## config.mk

```make
export PLATFORM = sky130hd
export DESIGN_NAME = multiprecision_add_sequencer
export DESIGN_NICKNAME = d
export VERILOG_FILES = /design/src/rtl/multiprecision_add_pkg.sv /design/src/rtl/StructuralCarrySkipAdder.sv /design/src/rtl/multiprecision_add_sequencer.sv
export SDC_FILE = /design/constraint.sdc
export NUM_CORES = 1
export LEC_CHECK = 0
export CORE_MARGIN = 3
export CORE_UTILIZATION = 46
export DETAILED_ROUTE_END_ITERATION = 10
export MAX_ROUTING_LAYER = met4
export PLACE_DENSITY = 0.78
export SKIP_LAST_GASP = 1
export SYNTH_ARGS = -nofsm -noshare
export SYNTH_HDL_FRONTEND = slang
export SYNTH_SLANG_ARGS = --single-unit
```

## constraint.sdc

```tcl
create_clock -name clk -period 18.1 [get_ports clk]
set_clock_uncertainty 0.05 [all_clocks]
set_input_delay 4.525 -clock clk [delete_from_list [all_inputs] [get_ports clk]]
set_output_delay 4.525 -clock clk [all_outputs]
set_load 0.02 [all_outputs]
```

## src/rtl/multiprecision_add_pkg.sv

```systemverilog
// rtl/multiprecision_add_pkg.sv - shared types and helpers for the multiprecision add sequencer
package multiprecision_add_pkg;

  typedef enum logic [1:0] {
    IDLE = 2'd0,
    RUN  = 2'd1,
    DONE = 2'd2
  } state_e;

  // Counter width for a slice index; never narrower than one bit so K=1 still has a counter.
  function automatic int clog2(input int value);
    int w;
    w = 0;
    for (int i = 0; i < 31; i++) begin
      if ((1 << i) < value) w = i + 1;
    end
    return (w < 1) ? 1 : w;
  endfunction

endpackage

```

## src/rtl/StructuralCarrySkipAdder.sv

```systemverilog
// rtl/StructuralCarrySkipAdder.sv - N-bit carry-skip adder built from 4-bit ripple blocks
module StructuralCarrySkipAdder #(
  parameter int N = 32
) (
  input  logic [N-1:0] a,
  input  logic [N-1:0] b,
  input  logic         carry_in,
  output logic [N-1:0] c,
  output logic         carry_out
);

  localparam int BS = 4;

  logic carry;
  logic blk_cin;
  logic blk_p;
  logic p;

  // Ripple inside each block; a fully-propagating block forwards its incoming carry directly.
  always_comb begin
    c       = '0;
    carry   = carry_in;
    blk_cin = carry_in;
    blk_p   = 1'b1;
    p       = 1'b0;
    for (int j = 0; j < N; j++) begin
      if (j % BS == 0) begin
        blk_cin = carry;
        blk_p   = 1'b1;
      end
      p     = a[j] ^ b[j];
      c[j]  = p ^ carry;
      carry = (a[j] & b[j]) | (p & carry);
      blk_p = blk_p & p;
      if ((j % BS == BS - 1) || (j == N - 1)) begin
        carry = blk_p ? blk_cin : carry;
      end
    end
    carry_out = carry;
  end

endmodule

```

## src/rtl/multiprecision_add_sequencer.sv

```systemverilog
// rtl/multiprecision_add_sequencer.sv - W=N*K bit adder that reuses one N-bit adder over K cycles
module multiprecision_add_sequencer
  import multiprecision_add_pkg::*;
#(
  parameter int N = 32,
  parameter int K = 4
) (
  input  logic           clk,
  input  logic           rst_n,
  input  logic           in_valid,
  output logic           in_ready,
  input  logic [N*K-1:0] in_a,
  input  logic [N*K-1:0] in_b,
  input  logic           in_carry,
  output logic           out_valid,
  input  logic           out_ready,
  output logic [N*K-1:0] out_c,
  output logic           out_carry,
  output logic           out_ovf,
  output logic           busy
);

  localparam int CW = clog2(K);

  state_e                state_q, state_d;
  logic [CW-1:0]         cnt_q, cnt_d;
  logic                  cr_q, cr_d;
  logic [K-1:0][N-1:0]   a_q, a_d;
  logic [K-1:0][N-1:0]   b_q, b_d;
  logic [K-1:0][N-1:0]   res_q, res_d;

  logic [N-1:0]          slice_sum;
  logic                  slice_co;
  logic                  last_slice;
  logic                  done;

  StructuralCarrySkipAdder #(.N(N)) u_adder (
    .a         (a_q[cnt_q]),
    .b         (b_q[cnt_q]),
    .carry_in  (cr_q),
    .c         (slice_sum),
    .carry_out (slice_co)
  );

  assign last_slice = (cnt_q == CW'(K - 1));

  always_comb begin
    state_d = state_q;
    cnt_d   = cnt_q;
    cr_d    = cr_q;
    a_d     = a_q;
    b_d     = b_q;
    res_d   = res_q;
    case (state_q)
      IDLE: begin
        if (in_valid) begin
          a_d     = in_a;
          b_d     = in_b;
          cr_d    = in_carry;
          cnt_d   = '0;
          state_d = RUN;
        end
      end
      RUN: begin
        res_d[cnt_q] = slice_sum;
        cr_d         = slice_co;
        // The counter parks on the last slice so it never indexes past K-1.
        if (last_slice) begin
          state_d = DONE;
        end else begin
          cnt_d = cnt_q + 1'b1;
        end
      end
      DONE: begin
        if (out_ready) state_d = IDLE;
      end
      default: state_d = IDLE;
    endcase
  end

  always_ff @(posedge clk) begin
    if (!rst_n) begin
      state_q <= IDLE;
      cnt_q   <= '0;
      cr_q    <= 1'b0;
      a_q     <= '0;
      b_q     <= '0;
      res_q   <= '0;
    end else begin
      state_q <= state_d;
      cnt_q   <= cnt_d;
      cr_q    <= cr_d;
      a_q     <= a_d;
      b_q     <= b_d;
      res_q   <= res_d;
    end
  end

  assign done      = (state_q == DONE);
  assign in_ready  = (state_q == IDLE);
  assign out_valid = done;
  assign busy      = (state_q != IDLE);

  // Result outputs read zero outside DONE so a partially built sum is never visible.
  assign out_c     = done ? res_q : '0;
  assign out_carry = done & cr_q;
  assign out_ovf   = done & (a_q[K-1][N-1] == b_q[K-1][N-1]) & (res_q[K-1][N-1] != a_q[K-1][N-1]);

endmodule

```

==> impl_metrics.ini <==
[cells_and_area]
design_area_sq_mm = 0.0234
post-route-util_pct = 61.4
nNetsFinal = 2660
synthToLayoutAreaGrowth_pct = 30.2
drive_gt1_share_pct = 6.86

[min_path]
hold_path_class = flop to flop

[setup_path]
cp_data_required_time_ns = 18.52
critPathLaunch = cnt_q[0]$_SDFFE_PN0P_
r2r_setup_slack_ns = 0.68
cpPeakStageDelay_ns = 0.51
crit_path_start_kind = flop
crit_end = res_q[95]$_SDFFE_PN0P_
worstSetupPathType = flop to flop
cp_common_cell = fa_1
timing.rr.start = cnt_q[0]$_SDFFE_PN0P_
cp_data_arrival_time_ns = 17.84
end_kind = flop
worstPathMaxFanout = 5
critPathSlowestCell = mux4_2
rr_worst_depth = 51
rr_endpoint = res_q[95]$_SDFFE_PN0P_

[route]
ant_nets = 0
drtIter0Drc = 1010
vias = 15100
finalWirelength_um = 52900
vias_per_cell = 5.25
drc = 0
first_pass_iters = 5
detail_route.wl_per_cell_um = 18.4

[floorplanning]
die_h_um = 204
rows = 71
die-width_um = 204
coreArea_sq_mm = 0.0381
io_pins = 394
dieArea_sq_mm = 0.0415
start_util_pct = 47.2

[place]
placed_area_sq_mm = 0.0220
globalplace.congestion = 0.858
portBuffers = 393
hpwlAfterDp_um = 38400

[global_routing]
overflow = 0
grt_max_degree = 149
first_global_vias = 14900
grt_pass1_wl_um = 81700
antenna_found_initial = 4
grt_usage_pct = 25.5

[timing]
rsz0062_at_grt = false
tightest_slew_ns = 1.22
period_needed_ns = 17.42
setup_tns_ns = 0
finalCritPeriodShare_pct = 96.2
max_clock_freq_mhz = 57.4
finalHoldViolCount = 0
slew_headroom_pct = 18.6
maxSlewViolCount = 0
setup_viol = 0

[logic_synthesis]
syn_area_per_cell_sq_um = 8.86
synthCells = 2029
ys_types = 34
syn_area_sq_mm = 0.0180
synthesis.nets = 2358
ys_seq_area_share_pct = 43.3
synth_warnings = 0
ys_seq_elements = 389

[power_and_ir_drop]
leakagePower_nw = 8.84
p_int_mw = 1.51
switching_share_pct = 25.0
power_density_mw_per_mm2 = 85.9
power.sequential.fraction_pct = 45.6
p_sw_uw = 502
p_clk_share_pct = 40.9
ir_drop_mv = 0.0590
comb_power_share_pct = 13.5

[outcome]
status = finished clean

[clocking]
insertion_delay_ns = 0.54
path_clk_slew_ns = 0.06
cts_tree = built
cts_buffer_depth = 3
h-tree-depth = 2
cts_root_buf = clkbuf_16
cts_buffers = 42
cts.sinks = 389

[run]
maxCapViolCount = 0
[timing repair]
item,CTS,global route
gates resized for setup,0,8
setup endpoints to repair,0,9
hold buffers,0,0
setup buffers,0,2
[cell usage in the layout, fill, tap and decap left out, drive strengths merged, types with 3 or more instances in the layout]
cell type	instances
mux4	64
clkbuf	69
a21oi	5
and2	132
fa	32
o211a	8
clkinv	3
nor2	17
a21boi	376
clkdlybuf4s50	392
dfxtp	389
ha	36
nand4	8
nand2	772
nor2b	3
inv	14
nand2b	4
buf	21
diode	4
[metrics by stage]
| stage | total power [mW] | worst slack, ns | hold WS (ns) | cells |
|---|---|---|---|---|
| 2_1_floorplan | 1.08 | 0.950 | 0.380 | 2029 |
| 3_3_place_gp | 1.19 | 0.438 | 0.387 | 2796 |
| 3_5_place_dp | 1.20 | 0.135 | 0.392 | 2796 |
| 4_1_cts | 2.02 | 0.120 | 0.399 | 2871 |
| 5_1_grt | 2.09 | 0.0111 | 0.414 | 2877 |
| 6_report | 2.01 | 0.681 | 0.397 | 2877 |
[power by group through the flow]
stage          Clock (mW)  Sequential [mW]  Combinational, mW
2_1_floorplan           0            0.928              0.155
3_3_place_gp            0            0.933              0.261
3_5_place_dp            0            0.936              0.267
4_1_cts             0.834            0.917              0.268
5_1_grt             0.869            0.921              0.295
6_report            0.821            0.917              0.272
[registers in the layout, indices dropped and copies added (netlist names)]
signal and cells:
res_q 128, state_q 2, cr_q 1, cnt_q 2, b_q 128, a_q 128
[cell usage after synthesis (all sizes together)]
library cell / n / area share (%)
nor2b: 3 / 0.10
clkbuf: 95 / 2.0
nand4: 8 / 0.28
o21ai: 2 / 0.077
a211oi: 1 / 0.070
and2: 132 / 4.6
and2b: 1 / 0.042
mux4: 64 / 8.0
a21oi: 5 / 0.14
o211a: 8 / 0.45
nand2b: 4 / 0.18
o21ba: 1 / 0.056
o21a: 1 / 0.042
mux2i: 1 / 0.056
buf: 61 / 1.7
a21boi: 376 / 16
nor2: 17 / 0.38
nor3: 1 / 0.028
ha: 36 / 2.5
mux2: 1 / 0.063
dfxtp: 389 / 43
inv: 12 / 0.25
nand2: 772 / 16
fa: 32 / 3.6
a31oi: 1 / 0.035
a41oi: 2 / 0.097
o211ai: 1 / 0.042
a22oi: 1 / 0.042
nor3b: 1 / 0.042
[critical path: cells and delay by family, from the launching register on]
family	cells	cell delay, ns
adder cells (fa/ha/maj)	32	14.01
AO/OA/AOI/OAI	6	1.00
multiplexers	2	0.83
AND/OR/NAND/NOR	8	0.79
flip-flops	1	0.38
buffers and inverters	3	0.23
[metal layers]
metal	share of wire [%]	global-route usage (%)	wire length [um]	up-vias
met5	0	-	0	-
met4	3.0	7.92	1590	0
met3	7.4	5.00	3910	101
met2	46	39.5	24100	544
met1	44	34.1	23300	7214
li1	-	-	-	7239
[cells by family after synthesis]
family	share of synthesized area [%]
AO/OA/AOI/OAI	16.7
buffers and inverters	3.97
adder cells (fa/ha/maj)	6.07
multiplexers	8.14
flip-flops	43.3
AND/OR/NAND/NOR	21.8
[cell type report]
cell class	instances	area, sq um
fill	3191	14700
multi-input combinational	1472	9520
clock inverter	7	67.6
tap	511	639
sequential	389	7790
inverter	12	45.0
timing repair buffer	414	4100
antenna	4	10.0
clock buffer	68	1240
[worst min-delay path by stage]
stage | startpoint | end | cells after the start | slack, ns
floorplan | res_q[100]$_SDFFE_PN0P_ | res_q[100]$_SDFFE_PN0P_ | 2 | 0.38
global placement | res_q[98]$_SDFFE_PN0P_ | res_q[98]$_SDFFE_PN0P_ | 2 | 0.39
detailed placement | res_q[44]$_SDFFE_PN0P_ | res_q[44]$_SDFFE_PN0P_ | 2 | 0.39
CTS | a_q[102]$_SDFFE_PN0P_ | a_q[102]$_SDFFE_PN0P_ | 2 | 0.40
global route | res_q[44]$_SDFFE_PN0P_ | res_q[44]$_SDFFE_PN0P_ | 2 | 0.41
finish | res_q[44]$_SDFFE_PN0P_ | res_q[44]$_SDFFE_PN0P_ | 2 | 0.40
No activity file was read; power rests on OpenSTA's default activity.
